`src/rtl/dualmem_ctrl_pkg.sv`:
```
// dualmem_ctrl shared types: geometry constants, FSM states, read-return tag.
// Build option DUALMEM_CTRL_RR_EN selects round-robin arbitration.
package dualmem_ctrl_pkg;

    localparam int ADDR_W = 11;
    localparam int DATA_W = 64;
    localparam int LEN_W  = 4;
    localparam int BE_W   = DATA_W / 8;

    typedef enum logic {
        IDLE  = 1'b0,
        BURST = 1'b1
    } state_e;

    typedef struct packed {
        logic valid;
        logic id;
        logic last;
    } rsp_t;

endpackage

```
`src/rtl/dualmem_ctrl_if.sv`:
```
// Requester-side and RAM-side signal bundle of dualmem_ctrl.
// The slave modport is the controller view; master is the requester/RAM view.
interface dualmem_ctrl_if;
    import dualmem_ctrl_pkg::*;

    logic [1:0]             req_valid;
    logic [1:0]             req_ready;
    logic [1:0]             req_we;
    logic [1:0][ADDR_W-1:0] req_addr;
    logic [1:0][LEN_W-1:0]  req_len;
    logic [1:0][BE_W-1:0]   req_be;
    logic [1:0]             wvalid;
    logic [1:0]             wready;
    logic [1:0][DATA_W-1:0] wdata;
    logic [1:0]             rvalid;
    logic [1:0]             rlast;
    logic [DATA_W-1:0]      rdata;
    logic                   mem_en;
    logic [BE_W-1:0]        mem_we;
    logic [ADDR_W-1:0]      mem_addr;
    logic [DATA_W-1:0]      mem_wdata;
    logic [DATA_W-1:0]      mem_rdata;

    modport slave (
        input  req_valid, req_we, req_addr, req_len, req_be,
        input  wvalid, wdata, mem_rdata,
        output req_ready, wready, rvalid, rlast, rdata,
        output mem_en, mem_we, mem_addr, mem_wdata
    );

    modport master (
        output req_valid, req_we, req_addr, req_len, req_be,
        output wvalid, wdata, mem_rdata,
        input  req_ready, wready, rvalid, rlast, rdata,
        input  mem_en, mem_we, mem_addr, mem_wdata
    );

endinterface

```
`src/rtl/dualmem_ctrl_arb.sv`:
```
// Two-way burst arbiter producing a one-hot grant.
// DUALMEM_CTRL_RR_EN: round-robin against last owner lp; else requester 0 wins.
module dualmem_ctrl_arb
    import dualmem_ctrl_pkg::*;
(
    input  logic [1:0] req,
    input  logic       lp,
    output logic [1:0] grant
);

`ifdef DUALMEM_CTRL_RR_EN
    always_comb begin
        grant = req;
        if (&req) begin
            grant = lp ? 2'b01 : 2'b10;
        end
    end
`else
    logic unused_lp;
    assign unused_lp = lp;

    always_comb begin
        grant = 2'b00;
        if (req[0]) begin
            grant = 2'b01;
        end else if (req[1]) begin
            grant = 2'b10;
        end
    end
`endif

endmodule

```
`src/rtl/dualmem_ctrl.sv`:
```
// Two-requester burst controller in front of the wide RAM port.
// Arbitration policy is chosen by DUALMEM_CTRL_RR_EN (see dualmem_ctrl_arb).
module dualmem_ctrl
    import dualmem_ctrl_pkg::*;
(
    input  logic         clk,
    input  logic         rstn,
    dualmem_ctrl_if.slave bus
);

    state_e            state_q, state_d;
    logic              lp_q, lp_d;
    logic              live_q, live_d;
    logic              id_q, id_d;
    logic              we_q, we_d;
    logic [ADDR_W-1:0] addr_q, addr_d;
    logic [LEN_W-1:0]  len_q, len_d;
    logic [BE_W-1:0]   be_q, be_d;
    logic [LEN_W-1:0]  cnt_q, cnt_d;
    rsp_t              rsp_q, rsp_d;

    logic [1:0]        grant;
    logic              gid;
    logic              fire;
    logic              last_beat;
    logic [1:0]        req_ready;
    logic [1:0]        wready;
    logic              mem_en;
    logic [BE_W-1:0]   mem_we;
    logic [ADDR_W-1:0] mem_addr;
    logic [DATA_W-1:0] mem_wdata;
    logic [1:0]        rsp_oh;

    dualmem_ctrl_arb u_arb (
        .req   (bus.req_valid),
        .lp    (lp_q),
        .grant (grant)
    );

    assign gid       = grant[1];
    assign last_beat = (cnt_q == len_q);

    always_comb begin
        state_d   = state_q;
        lp_d      = lp_q;
        live_d    = 1'b1;
        id_d      = id_q;
        we_d      = we_q;
        addr_d    = addr_q;
        len_d     = len_q;
        be_d      = be_q;
        cnt_d     = cnt_q;
        rsp_d     = '0;
        req_ready = 2'b00;
        wready    = 2'b00;
        fire      = 1'b0;
        mem_en    = 1'b0;
        mem_we    = '0;
        mem_addr  = '0;
        mem_wdata = '0;

        unique case (state_q)
            IDLE: begin
                // live_q holds off grants during the first cycle out of reset
                req_ready = live_q ? grant : 2'b00;
                if (|req_ready) begin
                    id_d    = gid;
                    we_d    = bus.req_we[gid];
                    addr_d  = bus.req_addr[gid];
                    len_d   = bus.req_len[gid];
                    be_d    = bus.req_be[gid];
                    cnt_d   = '0;
                    lp_d    = gid;
                    state_d = BURST;
                end
            end
            BURST: begin
                if (we_q) begin
                    wready[id_q] = 1'b1;
                    fire         = bus.wvalid[id_q];
                end else begin
                    fire = 1'b1;
                end
                if (fire) begin
                    mem_en      = 1'b1;
                    mem_we      = we_q ? be_q : '0;
                    mem_addr    = addr_q;
                    mem_wdata   = we_q ? bus.wdata[id_q] : '0;
                    addr_d      = addr_q + ADDR_W'(1);
                    cnt_d       = cnt_q + LEN_W'(1);
                    rsp_d.valid = ~we_q;
                    rsp_d.id    = id_q;
                    rsp_d.last  = last_beat;
                    if (last_beat) begin
                        state_d = IDLE;
                    end
                end
            end
        endcase
    end

    always_ff @(posedge clk or negedge rstn) begin
        if (!rstn) begin
            state_q <= IDLE;
            lp_q    <= 1'b1;
            live_q  <= 1'b0;
            id_q    <= 1'b0;
            we_q    <= 1'b0;
            addr_q  <= '0;
            len_q   <= '0;
            be_q    <= '0;
            cnt_q   <= '0;
            rsp_q   <= '0;
        end else begin
            state_q <= state_d;
            lp_q    <= lp_d;
            live_q  <= live_d;
            id_q    <= id_d;
            we_q    <= we_d;
            addr_q  <= addr_d;
            len_q   <= len_d;
            be_q    <= be_d;
            cnt_q   <= cnt_d;
            rsp_q   <= rsp_d;
        end
    end

    assign rsp_oh = rsp_q.id ? 2'b10 : 2'b01;

    assign bus.req_ready = req_ready;
    assign bus.wready    = wready;
    assign bus.mem_en    = mem_en;
    assign bus.mem_we    = mem_we;
    assign bus.mem_addr  = mem_addr;
    assign bus.mem_wdata = mem_wdata;
    assign bus.rvalid    = rsp_q.valid ? rsp_oh : 2'b00;
    assign bus.rlast     = (rsp_q.valid && rsp_q.last) ? rsp_oh : 2'b00;
    assign bus.rdata     = rsp_q.valid ? bus.mem_rdata : '0;

endmodule

```
`src/flat_wrapper.sv`:
```
// flat-port wrapper written by rule: the top's interface ports become plain ports
module dualmem_ctrl_flat import dualmem_ctrl_pkg::*;
  (clk, rstn, bus_req_valid, bus_req_we, bus_req_addr, bus_req_len, bus_req_be, bus_wvalid, bus_wdata, bus_mem_rdata, bus_req_ready, bus_wready, bus_rvalid, bus_rlast, bus_rdata, bus_mem_en, bus_mem_we, bus_mem_addr, bus_mem_wdata);
  dualmem_ctrl_if bus_i ();
  input  logic clk;
  input  logic rstn;
  input wire logic [$bits(bus_i.req_valid)-1:0] bus_req_valid;
  input wire logic [$bits(bus_i.req_we)-1:0] bus_req_we;
  input wire logic [$bits(bus_i.req_addr)-1:0] bus_req_addr;
  input wire logic [$bits(bus_i.req_len)-1:0] bus_req_len;
  input wire logic [$bits(bus_i.req_be)-1:0] bus_req_be;
  input wire logic [$bits(bus_i.wvalid)-1:0] bus_wvalid;
  input wire logic [$bits(bus_i.wdata)-1:0] bus_wdata;
  input wire logic [$bits(bus_i.mem_rdata)-1:0] bus_mem_rdata;
  output wire logic [$bits(bus_i.req_ready)-1:0] bus_req_ready;
  output wire logic [$bits(bus_i.wready)-1:0] bus_wready;
  output wire logic [$bits(bus_i.rvalid)-1:0] bus_rvalid;
  output wire logic [$bits(bus_i.rlast)-1:0] bus_rlast;
  output wire logic [$bits(bus_i.rdata)-1:0] bus_rdata;
  output wire logic [$bits(bus_i.mem_en)-1:0] bus_mem_en;
  output wire logic [$bits(bus_i.mem_we)-1:0] bus_mem_we;
  output wire logic [$bits(bus_i.mem_addr)-1:0] bus_mem_addr;
  output wire logic [$bits(bus_i.mem_wdata)-1:0] bus_mem_wdata;
  assign bus_i.req_valid = bus_req_valid;
  assign bus_i.req_we = bus_req_we;
  assign bus_i.req_addr = bus_req_addr;
  assign bus_i.req_len = bus_req_len;
  assign bus_i.req_be = bus_req_be;
  assign bus_i.wvalid = bus_wvalid;
  assign bus_i.wdata = bus_wdata;
  assign bus_i.mem_rdata = bus_mem_rdata;
  assign bus_req_ready = bus_i.req_ready;
  assign bus_wready = bus_i.wready;
  assign bus_rvalid = bus_i.rvalid;
  assign bus_rlast = bus_i.rlast;
  assign bus_rdata = bus_i.rdata;
  assign bus_mem_en = bus_i.mem_en;
  assign bus_mem_we = bus_i.mem_we;
  assign bus_mem_addr = bus_i.mem_addr;
  assign bus_mem_wdata = bus_i.mem_wdata;
  dualmem_ctrl u_core (.clk(clk), .rstn(rstn), .bus(bus_i));
endmodule
```
`config.mk`:
```
export PLATFORM = sky130hd
export DESIGN_NAME = dualmem_ctrl_flat
export DESIGN_NICKNAME = d
export VERILOG_FILES = /design/src/rtl/dualmem_ctrl_pkg.sv /design/src/rtl/dualmem_ctrl_if.sv /design/src/rtl/dualmem_ctrl_arb.sv /design/src/rtl/dualmem_ctrl.sv /design/src/flat_wrapper.sv
export SDC_FILE = /design/constraint.sdc
export NUM_CORES = 1
export LEC_CHECK = 0
export ABC_AREA = 1
export BUFFER_PORTS_ARGS = -buffer_cell sky130_fd_sc_hd__clkbuf_2
export CAP_MARGIN = 10
export CORE_AREA = 2 2 158 160
export CTS_BUF_LIST = sky130_fd_sc_hd__clkbuf_16
export DETAILED_ROUTE_END_ITERATION = 6
export DIE_AREA = 0 0 160 162
export PLACE_DENSITY = 0.41
export SETUP_SLACK_MARGIN = 0.15
export SLEW_MARGIN = 0
export SYNTH_ARGS = -nofsm -noshare
export SYNTH_HDL_FRONTEND = slang
export SYNTH_SLANG_ARGS = --single-unit
```
`constraint.sdc`:
```
create_clock -name clk -period 3.1 [get_ports clk]
set_input_delay 0 -clock clk [delete_from_list [all_inputs] [get_ports clk]]
set_output_delay 0 -clock clk [all_outputs]
set_load 0.1 [all_outputs]
```
* Word level (Yosys, flattened, before mapping)
Index checks and enable logic that the tools add are counted.
Word-level totals: register bits after elaboration 34, output and inout port bits 156, word-level logic and storage cells 74, input bits 246
Operators by class: bitwise gates (word level) 2, eq/ne operators 3, $add $sub $neg 2, reductions and logical operators 5, $lt $le $gt $ge 3, multiplexer cells 48
Operator list (count):
- $mux 64 | 6
- $mux 11 | 6
- $mux 8 | 5
- $pmux 11 s2 | 1
- $mux 2 | 9
- $mux 4 | 4
- $mux 1 | 12
- $add 11x1->11 const B | 1
- $pmux 4 s2 | 1
- $mux 3 | 2
- $add 4x1->4 const B | 1
- $eq 4x4->1 | 1
- $lt 1x2->1 const B | 2
- $reduce_and 2->1 | 2
- $logic_and 1x1->1 | 2
- $ne 2x1->1 const B | 1
- $ne 2x2->1 const B | 1
- $not 1->1 | 2
- $pmux 1 s2 | 1
- $reduce_or 2->1 | 1
- $demux 1 s1 | 1
- $ge 1x1->1 const B | 1

* Longest topological paths before layout
Gate-level depths: netlist of run 1.
depth in word-level cells 6, gate-level depth with buffers 10

* Hierarchy
From an unflattened synthesis of run 1, not the netlist that was laid out.
Unflattened totals: cell total of the unflattened synthesis 604, area, all modules 3508.4 um2
Modules (own cells, without submodules):
- dualmem_ctrl | cells each 601, seq. area each 877.1 um2, instances 1, area an instance 3490.8 um2
- dualmem_ctrl_arb | cells each 3, seq. area each 0.0 um2, instances 1, area an instance 17.5 um2

* Least setup slack after synthesis of run 1
No wires, ideal clock.
path kind register to output, start reg u_core.id_q, end out bus_mem_we[0], data arrival time 2.957 ns, stages on the path, launching flop included 7, required time 3.100 ns, setup slack 0.143 ns, path through dfrtp_1 -> inv_1 -> nand3_1 -> nand3_2 -> inv_1 -> nand2_1 -> nor2_1
Between the ends: cells in the longest elaborated chain, start to end 6
RTL lines:
- start, declared | line dualmem_ctrl.sv:14 | logic id_q, id_d;
- start signal, assigned | line dualmem_ctrl.sv:118 | id_q <= id_d;
- $mux 1 (implied by the code) (2 in series) | line dualmem_ctrl.sv:80 | fire = bus.wvalid[id_q];
- $mux 1 | line dualmem_ctrl.sv:78 | if (we_q) begin
- $mux 1 | line dualmem_ctrl.sv:62 | unique case (state_q)
- $mux 8 | line dualmem_ctrl.sv:84 | if (fire) begin
- $mux 8 | line dualmem_ctrl.sv:62
- end, declared | line flat_wrapper.sv:21 | output wire logic [$bits(bus_i.mem_we)-1:0] bus_mem_we;
No other way between the ends. The select of a mux whose other input is x is not followed.

* Worst setup path after layout of run 1
start reg u_core.we_q, end out bus_mem_wdata[33]
Between the ends: cells in the longest elaborated chain, start to end 4
RTL lines:
- start, declared | line dualmem_ctrl.sv:15 | logic we_q, we_d;
- start signal, assigned | line dualmem_ctrl.sv:119 | we_q <= we_d;
- $mux 1 | line dualmem_ctrl.sv:78
- $mux 1 | line dualmem_ctrl.sv:62
- $mux 64 * | line dualmem_ctrl.sv:84
- $mux 64 * | line dualmem_ctrl.sv:62
- end, declared | line flat_wrapper.sv:23 | output wire logic [$bits(bus_i.mem_wdata)-1:0] bus_mem_wdata;
Every way passes the cells marked *; elsewhere a longest branch is shown, timed or not. The select of a mux whose other input is x is not followed.

==> impl_summary.txt, run 1 <==
----------------------------------------------------
[Synthesis]
  Most used DFF post-synth ... dfrtp_1
  Area of the mapped netlist ... between 3000 and 4000 um^2
  Fraction of the mapped netlist area in adder cells ... less than 1%
  Number of enable-type register cells in the synthesized netlist ... 0
  Share of synthesized cell area in and, or, nand and nor gates ... 35.9%
  Complex-gate fraction of the synthesized area ... between 20% and 30%
  Synthesized area per cell ... about 5.7 um^2
  Synth warn ... 0
  Share of synthesized flip-flops with an asynchronous set or reset ... 100%
  Share of synthesized area occupied by flip-flops and latches ... about 25%
  Syn Inst Count ... approximately 600
  Mux cell area share after synthesis ... 0%
  Post-synth net total ... 849
  Number of library cell types mapped by synthesis ... 26
  Xor/xnor share of the synthesized area ... 0.771%
  Flip-flop and latch count after synthesis ... 34
  Combinational family with the most area after synthesis ... simple AND/OR/NAND/NOR gates

[Routing]
  Via count ... between 5,000 and 6,000
  Total routed wirelength ... 19.8 mm
  Remaining number of nets flagged by the antenna check after routing ... 0
  Ratio of routed vias to standard cells ... roughly 4
  1st-pass router iterations ... 4
  Post-DR wirelength/cell ... about 15 um
  First-iteration detailed-routing DRC count ... roughly 190
  Remaining design rule violation count ... 0

[Global routing]
  Largest net degree at the start of global routing ... 79
  Global-route usage over all layers ... ~15%
  Number of global-route vias before repair ... between 5,000 and 6,000
  Grt ovf ... 0
  Antenna violations before repair ... 3
  First-pass GRT wire length ... around 29 mm

[Run status]
  Status ... complete, no violations

[Timing]
  Maximum clock rate ... approximately 400 MHz
  Final setup vio count ... 0
  Setup tns final ... 0 ps
  Number of endpoints with negative hold slack in the final report ... 0
  Final count of pins violating max slew ... 0
  RSZ-0062 raised after global routing ... false
  Period utilization ... 79.3%
  Crit path time final ... ~2500 ps
  Skew final ... between 5 and 6 ps
  Rel. slew slack ... between 40% and 50%
  Tightest Pin Transition ... between 800 and 900 ps

[Placement]
  Number of input and output port buffers inserted ... around 400
  Final estimated routing congestion in global placement ... 0.814
  Detailed Place HPWL ... between 15 and 20 mm
  Total placed instance area ... between 5000 and 6000 um^2

[Die]
  DIE HEIGHT ... around 160 um
  Starting utilization of the core area ... approximately 14%
  Number of placed I/O pins ... between 400 and 500
  Cell Rows ... 57
  Total Die Area ... 25,900 um^2
  Floorplan Core Area ... between 20,000 and 25,000 um^2
  Width of the die ... approximately 160 um

[Critical path]
  Worst Path Arrival ... between 2000 and 2500 ps
  Critical setup path kind ... reg2out
  Critical Path Fanout Max ... 34
  Setup crit end kind ... output port
  Required @ worst endpoint ... between 3000 and 4000 ps
  Kind of start point of the critical path ... flip-flop
  Minimum setup slack among reg-to-reg paths ... about 840 ps

[Clock network]
  Clock network latency to the later pin of the worst-skew pair ... 280 ps
  H-Tree Depth ... 2
  Number of buffers between clock root and the deepest sink ... 2
  Number of resized instances in the post-cts repair step ... 0
  Clock input transition at the sequential cells of the worst setup and hold paths ... roughly 60 ps
  TritonCTS Buffers ... 5
  Clock Tree Root ... clkbuf_16
  Total number of clock tree sinks ... 34
  TritonCTS clock tree ... done

[Final layout]
  Most common library cell in the layout ignoring fill and taps ... clkbuf_2
  Final non-filler cell area ... around 6200 um^2
  Number of nets at the end of the flow ... approximately 1,300
  Synth-to-layout area growth ... 82.2%
  Layout cells sized above 1 ... a little over two fifths
  Leading cell types in the layout, fill and taps excluded ... clkbuf_2 (401), nand2_1 (158), nor2_1 (120)

[Hold path]
  Worst Hold Class ... in2reg

[Run]
  Number of max-cap violations ... 0

----------------------------------------------------
==> area by class of cell <==
| type | instances | area, um^2 |
|---|---|---|
| antenna | 2 | 5.00 |
| clock buffer | 5 | 125 |
| clock inverter | 3 | 63.8 |
| fill | 2814 | 17900 |
| inverter | 106 | 398 |
| multi-input combinational | 423 | 2000 |
| sequential | 34 | 852 |
| tap | 324 | 405 |
| timing repair buffer | 438 | 2360 |
==> flip-flops by register name (all words and copies together) (netlist names) <==
name            count
u_core.cnt_q        4
u_core.we_q         1
u_core.rsp_q        3
u_core.len_q        4
u_core.id_q         1
u_core.live_q       1
u_core.state_q      1
u_core.addr_q      11
u_core.be_q         8
==> path summary, 6_finish.rpt <==
path                                     startpoint                            to  cells after the start
setup / recovery            u_core.we_q$_DFFE_PN0P_             bus_mem_wdata[33]                      6
hold / removal                     bus_req_valid[1]      u_core.state_q$_DFF_PN0_                      3
setup reg to reg           u_core.state_q$_DFF_PN0_   u_core.len_q[2]$_DFFE_PN0P_                      9
hold reg to reg             u_core.we_q$_DFFE_PN0P_     u_core.rsp_q[2]$_DFF_PN0_                      1
max in group asynchronous                      rstn     u_core.rsp_q[2]$_DFF_PN0_                      3
min in group asynchronous                      rstn  u_core.addr_q[0]$_DFFE_PN0P_                      2
==> cell usage after synthesis, types with 4 or more instances <==
| library cell | n | area (um^2) |
|---|---|---|
| a31oi_1 | 13 | 81.3 |
| buf_2 | 16 | 80.1 |
| dfrtp_1 | 34 | 851 |
| o21ai_0 | 20 | 100 |
| nand3_1 | 22 | 110 |
| a22oi_1 | 64 | 480 |
| buf_1 | 4 | 15.0 |
| clkbuf_1 | 17 | 63.8 |
| a21oi_1 | 5 | 25.0 |
| inv_1 | 103 | 387 |
| nor2_1 | 120 | 450 |
| nand2_1 | 158 | 593 |
| nor3_1 | 4 | 20.0 |
==> cells by family (layout without fill, tap and decap cells) <==
logic type,after synthesis,count (layout)
compound gates,106,106
xor+xnor,3,3
fa+ha+maj,2,2
buf+inv,144,552
flops,34,34
other cells,1,3
simple gates,311,311
==> timing repair <==
action | in CTS | in global routing
hold buffers | 27 | 0
hold endpoints to repair | 30 | 0
setup buffers | 0 | 0
==> per-layer routing <==
metal / vias up / track usage (%) / share of wire, % / routed length, um
met4: 0 / 4.05 / 1.5 / 301
met5: - / 0 / 0 / 0
met1: 2439 / 14.4 / 36 / 7060
met3: 17 / 3.75 / 8.6 / 1710
met2: 283 / 29.6 / 54 / 10700
li1: 2694 / - / - / -
==> critical path: stages (launching register included) <==
cell	delay (ps)
dfrtp_1	450
inv_1	120
nor2_4	560
buf_12	270
a22oi_1	130
nor2_1	150
clkbuf_2	470
==> stage by stage <==
| stage | cells | util (%) | hold WS [ps] | setup WS [ps] |
|---|---|---|---|---|
| after floorplan | 601 | - | -296 | 143 |
| after global placement | 1298 | 23.9 | 11.9 | 934 |
| after detailed placement | 1298 | 23.9 | 19.0 | 932 |
| after CTS | 1333 | 25.8 | 52.6 | 637 |
| after global routing | 1335 | 25.8 | 70.4 | 469 |
| final | 1335 | 25.8 | 41.8 | 642 |
Power of run 1 is not shown: default switching activity piles up to over one toggle a cycle in this logic, so the estimate is an artifact.
==> inputs of run 2 (changes only) <==
PLACE_DENSITY = 0.42   (was 0.41)
clock period = 2.1 ns   (was 3.1 ns; I/O delays follow)
==> run 2 against run 1 <==
  * Cell count up 1.3%
  * Sequential share of layout area down 2.8 points
  * Routed wire length up 0.38%
  * Critical endpoint is now bus_mem_wdata[28]
  * Clock-buffer cell count unchanged
  * Register-to-register slack worse by 480 ps
  * Global-route usage down 0.60 points
  * Critical path depth unchanged
  * Highest routed layer is now met5
  * Sequential cell count unchanged
  * Clock skew about the same
==> impl_summary.txt, run 2 (synthesis gave the netlist of run 1 again) <==
----------------------------------------------------
[Critical path]
  Worst Path Arrival ... 1840 ps (-620 ps)
  Required @ worst endpoint ... 2100 ps (-1000 ps)
  Kind of start point of the critical path ... flip-flop
  Critical Path Fanout Max ... 31 (-8.8%)
  Delay of the slowest critical-path stage ... 440 ps (-120 ps)
  Reg-to-Reg Start ... u_core.id_q$_DFFE_PN0P_
  Critical setup path kind ... reg2out
  Setup crit end kind ... output port
  Cell at the slowest stage of the critical path ... dfrtp_2
  Timing startpoint of the critical path ... u_core.we_q$_DFFE_PN0P_
  Number of buffers and inverters on the critical path ... 3 (unchanged)
  Delay-heaviest family, CP ... buffers and inverters
  Critical Path, Cell by Cell ... inv_1 > nor2_4 > buf_6 > a22oi_1 > nor2_2 > buf_12

[Clock network]
  Total number of clock tree sinks ... 34 (unchanged)
  H-Tree Depth ... 2 (unchanged)
  Clock Tree Root ... clkbuf_16
  Number of buffers between clock root and the deepest sink ... 2 (unchanged)
  Clock network latency to the later pin of the worst-skew pair ... 280 ps (about the same)
  TritonCTS clock tree ... done
  TritonCTS Buffers ... 5 (unchanged)
  Clock input transition at the sequential cells of the worst setup and hold paths ... 60 ps (about the same)

[Final layout]
  Number of nets at the end of the flow ... 1,275 (+1.5%)
  Top Registers ... u_core.addr_q x11, u_core.be_q x8
  Most common library cell in the layout ignoring fill and taps ... clkbuf_2
  Number of diodes ... 0 (-2)
  Number of flip-flops in the largest register ... 11 (unchanged)
  Layout cells sized above 1 ... 50.2% (+7.8 points)
  Top reg by flops ... u_core.addr_q
  Leading cell types in the layout, fill and taps excluded ... clkbuf_2 (318), nand2_1 (157), inv_1 (103)
  Synth-to-layout area growth ... 130%
  Final non-filler cell total ... 1,352 (+1.3%)

[Die]
  Total Die Area ... 25,900 um^2 (unchanged)
  Width of the die ... 160 um (unchanged)
  DIE HEIGHT ... 162 um (unchanged)
  Floorplan Core Area ... 24,100 um^2 (unchanged)
  Number of placed I/O pins ... 402 (unchanged)
  Starting utilization of the core area ... 14.1% (unchanged)
  Cell Rows ... 57 (unchanged)

[Routing]
  First-iteration detailed-routing DRC count ... 243 (+31%)
  Total routed wirelength ... 19.9 mm (+0.38%)
  Remaining number of nets flagged by the antenna check after routing ... 0 (unchanged)
  1st-pass router iterations ... 4 (unchanged)
  Ratio of routed vias to standard cells ... 3.98 (-2.2%)
  Via count ... 5,382 (-0.94%)
  Remaining design rule violation count ... 0 (unchanged)
  Post-DR wirelength/cell ... 14.7 um (-0.88%)

[Timing]
  Final setup vio count ... 0 (unchanged)
  Period utilization ... around 87%
  Crit path time final ... ~1800 ps
  Final count of pins violating max slew ... 0 (unchanged)
  Number of endpoints with negative hold slack in the final report ... 0 (unchanged)
  Skew final ... 6.07 ps (+0.199 ps)
  Maximum clock rate ... ~540 MHz
  Rel. slew slack ... 62.0% (+19 points)
  Tightest Pin Transition ... 572 ps (-281 ps)
  RSZ-0062 raised after global routing ... true

[Hold path]
  Launch instance of the worst min-delay path ... bus_req_valid[0]
  Worst Hold Class ... in2reg

[Run]
  Number of max-cap violations ... 0 (unchanged)

[Placement]
  Detailed Place HPWL ... 16.1 mm (-3.8%)
  Number of input and output port buffers inserted ... 401 (unchanged)
  Instance count after placement with tap cells included ... 1,309 (+0.85%)
  Final estimated routing congestion in global placement ... 0.771 (-5.3%)

[Global routing]
  First-pass GRT wire length ... 28.5 mm (-2.0%)
  Antenna violations before repair ... 1 (-2)
  Grt ovf ... 0 (unchanged)
  Number of global-route vias before repair ... 5,109 (-4.1%)
  Largest net degree at the start of global routing ... 51 (-35%)
  Global-route usage over all layers ... 13.9% (-0.60 points)

[Run status]
  Status ... complete, no violations

----------------------------------------------------
==> run 2: path summary, 6_finish.rpt <==
check	slack, ps	to	cells past startpoint
setup / recovery	260	bus_mem_wdata[28]	6
hold reg to reg	550	u_core.cnt_q[3]$_DFFE_PN0P_	2
min in group asynchronous	220	u_core.addr_q[1]$_DFFE_PN0P_	2
hold / removal	20	u_core.state_q$_DFF_PN0_	3
max in group asynchronous	1220	u_core.id_q$_DFFE_PN0P_	3
setup reg to reg	360	u_core.addr_q[5]$_DFFE_PN0P_	9
==> run 2: final cells by class <==
cell class                      instances  area (um^2)
Clock buffer                            5          125
Clock inverter                          3         12.5
Timing Repair Buffer                  457         3800
Fill cell                            2605        16300
Inverter                              106          404
Sequential cell                        34          855
Multi-Input combinational cell        423         2230
Tap cell                              324          405
==> run 2: metal layers <==
layer	GRT usage [%]	part of all wire, %	routed length [um]
met1	16.2	39	7780
met2	25.8	52	10300
met3	3.47	7.7	1530
met4	2.91	1.2	246
met5	0	0.065	13
==> run 2: worst min-delay path, delay by kind of cell <==
family / cells / cell delay, ps
buffers and inverters: 1 / 100
AOI/OAI and AO/OA: 1 / 90
and+or+nand+nor: 1 / 70
==> run 2: repair_timing <==
action | 4_1_cts | 5_1_grt
hold buffers | 28 | 0
setup endpoints to repair | 74 | 15
setup buffers | 3 | 1
endpoints found under the hold margin | 29 | 0
resized for setup | 6 | 12
pin swaps | 0 | 1
cloned | 1 | 2
==> run 2: per-stage QoR <==
stage          TNS, ps  util (%)  area (um^2)  hold slack [ps]  worst slack (ps)
5_1_grt              0      32.5         7840             30.2               138
4_1_cts              0      32.1         7740             15.1              96.3
3_3_place_gp         0      30.1         7240            -17.0               218
6_report             0      32.5         7840             16.4               264
3_5_place_dp         0      30.1         7240            -27.1               179
2_1_floorplan    -7550         -         3600             -296              -256
Power of run 2 is left out for the same reason.
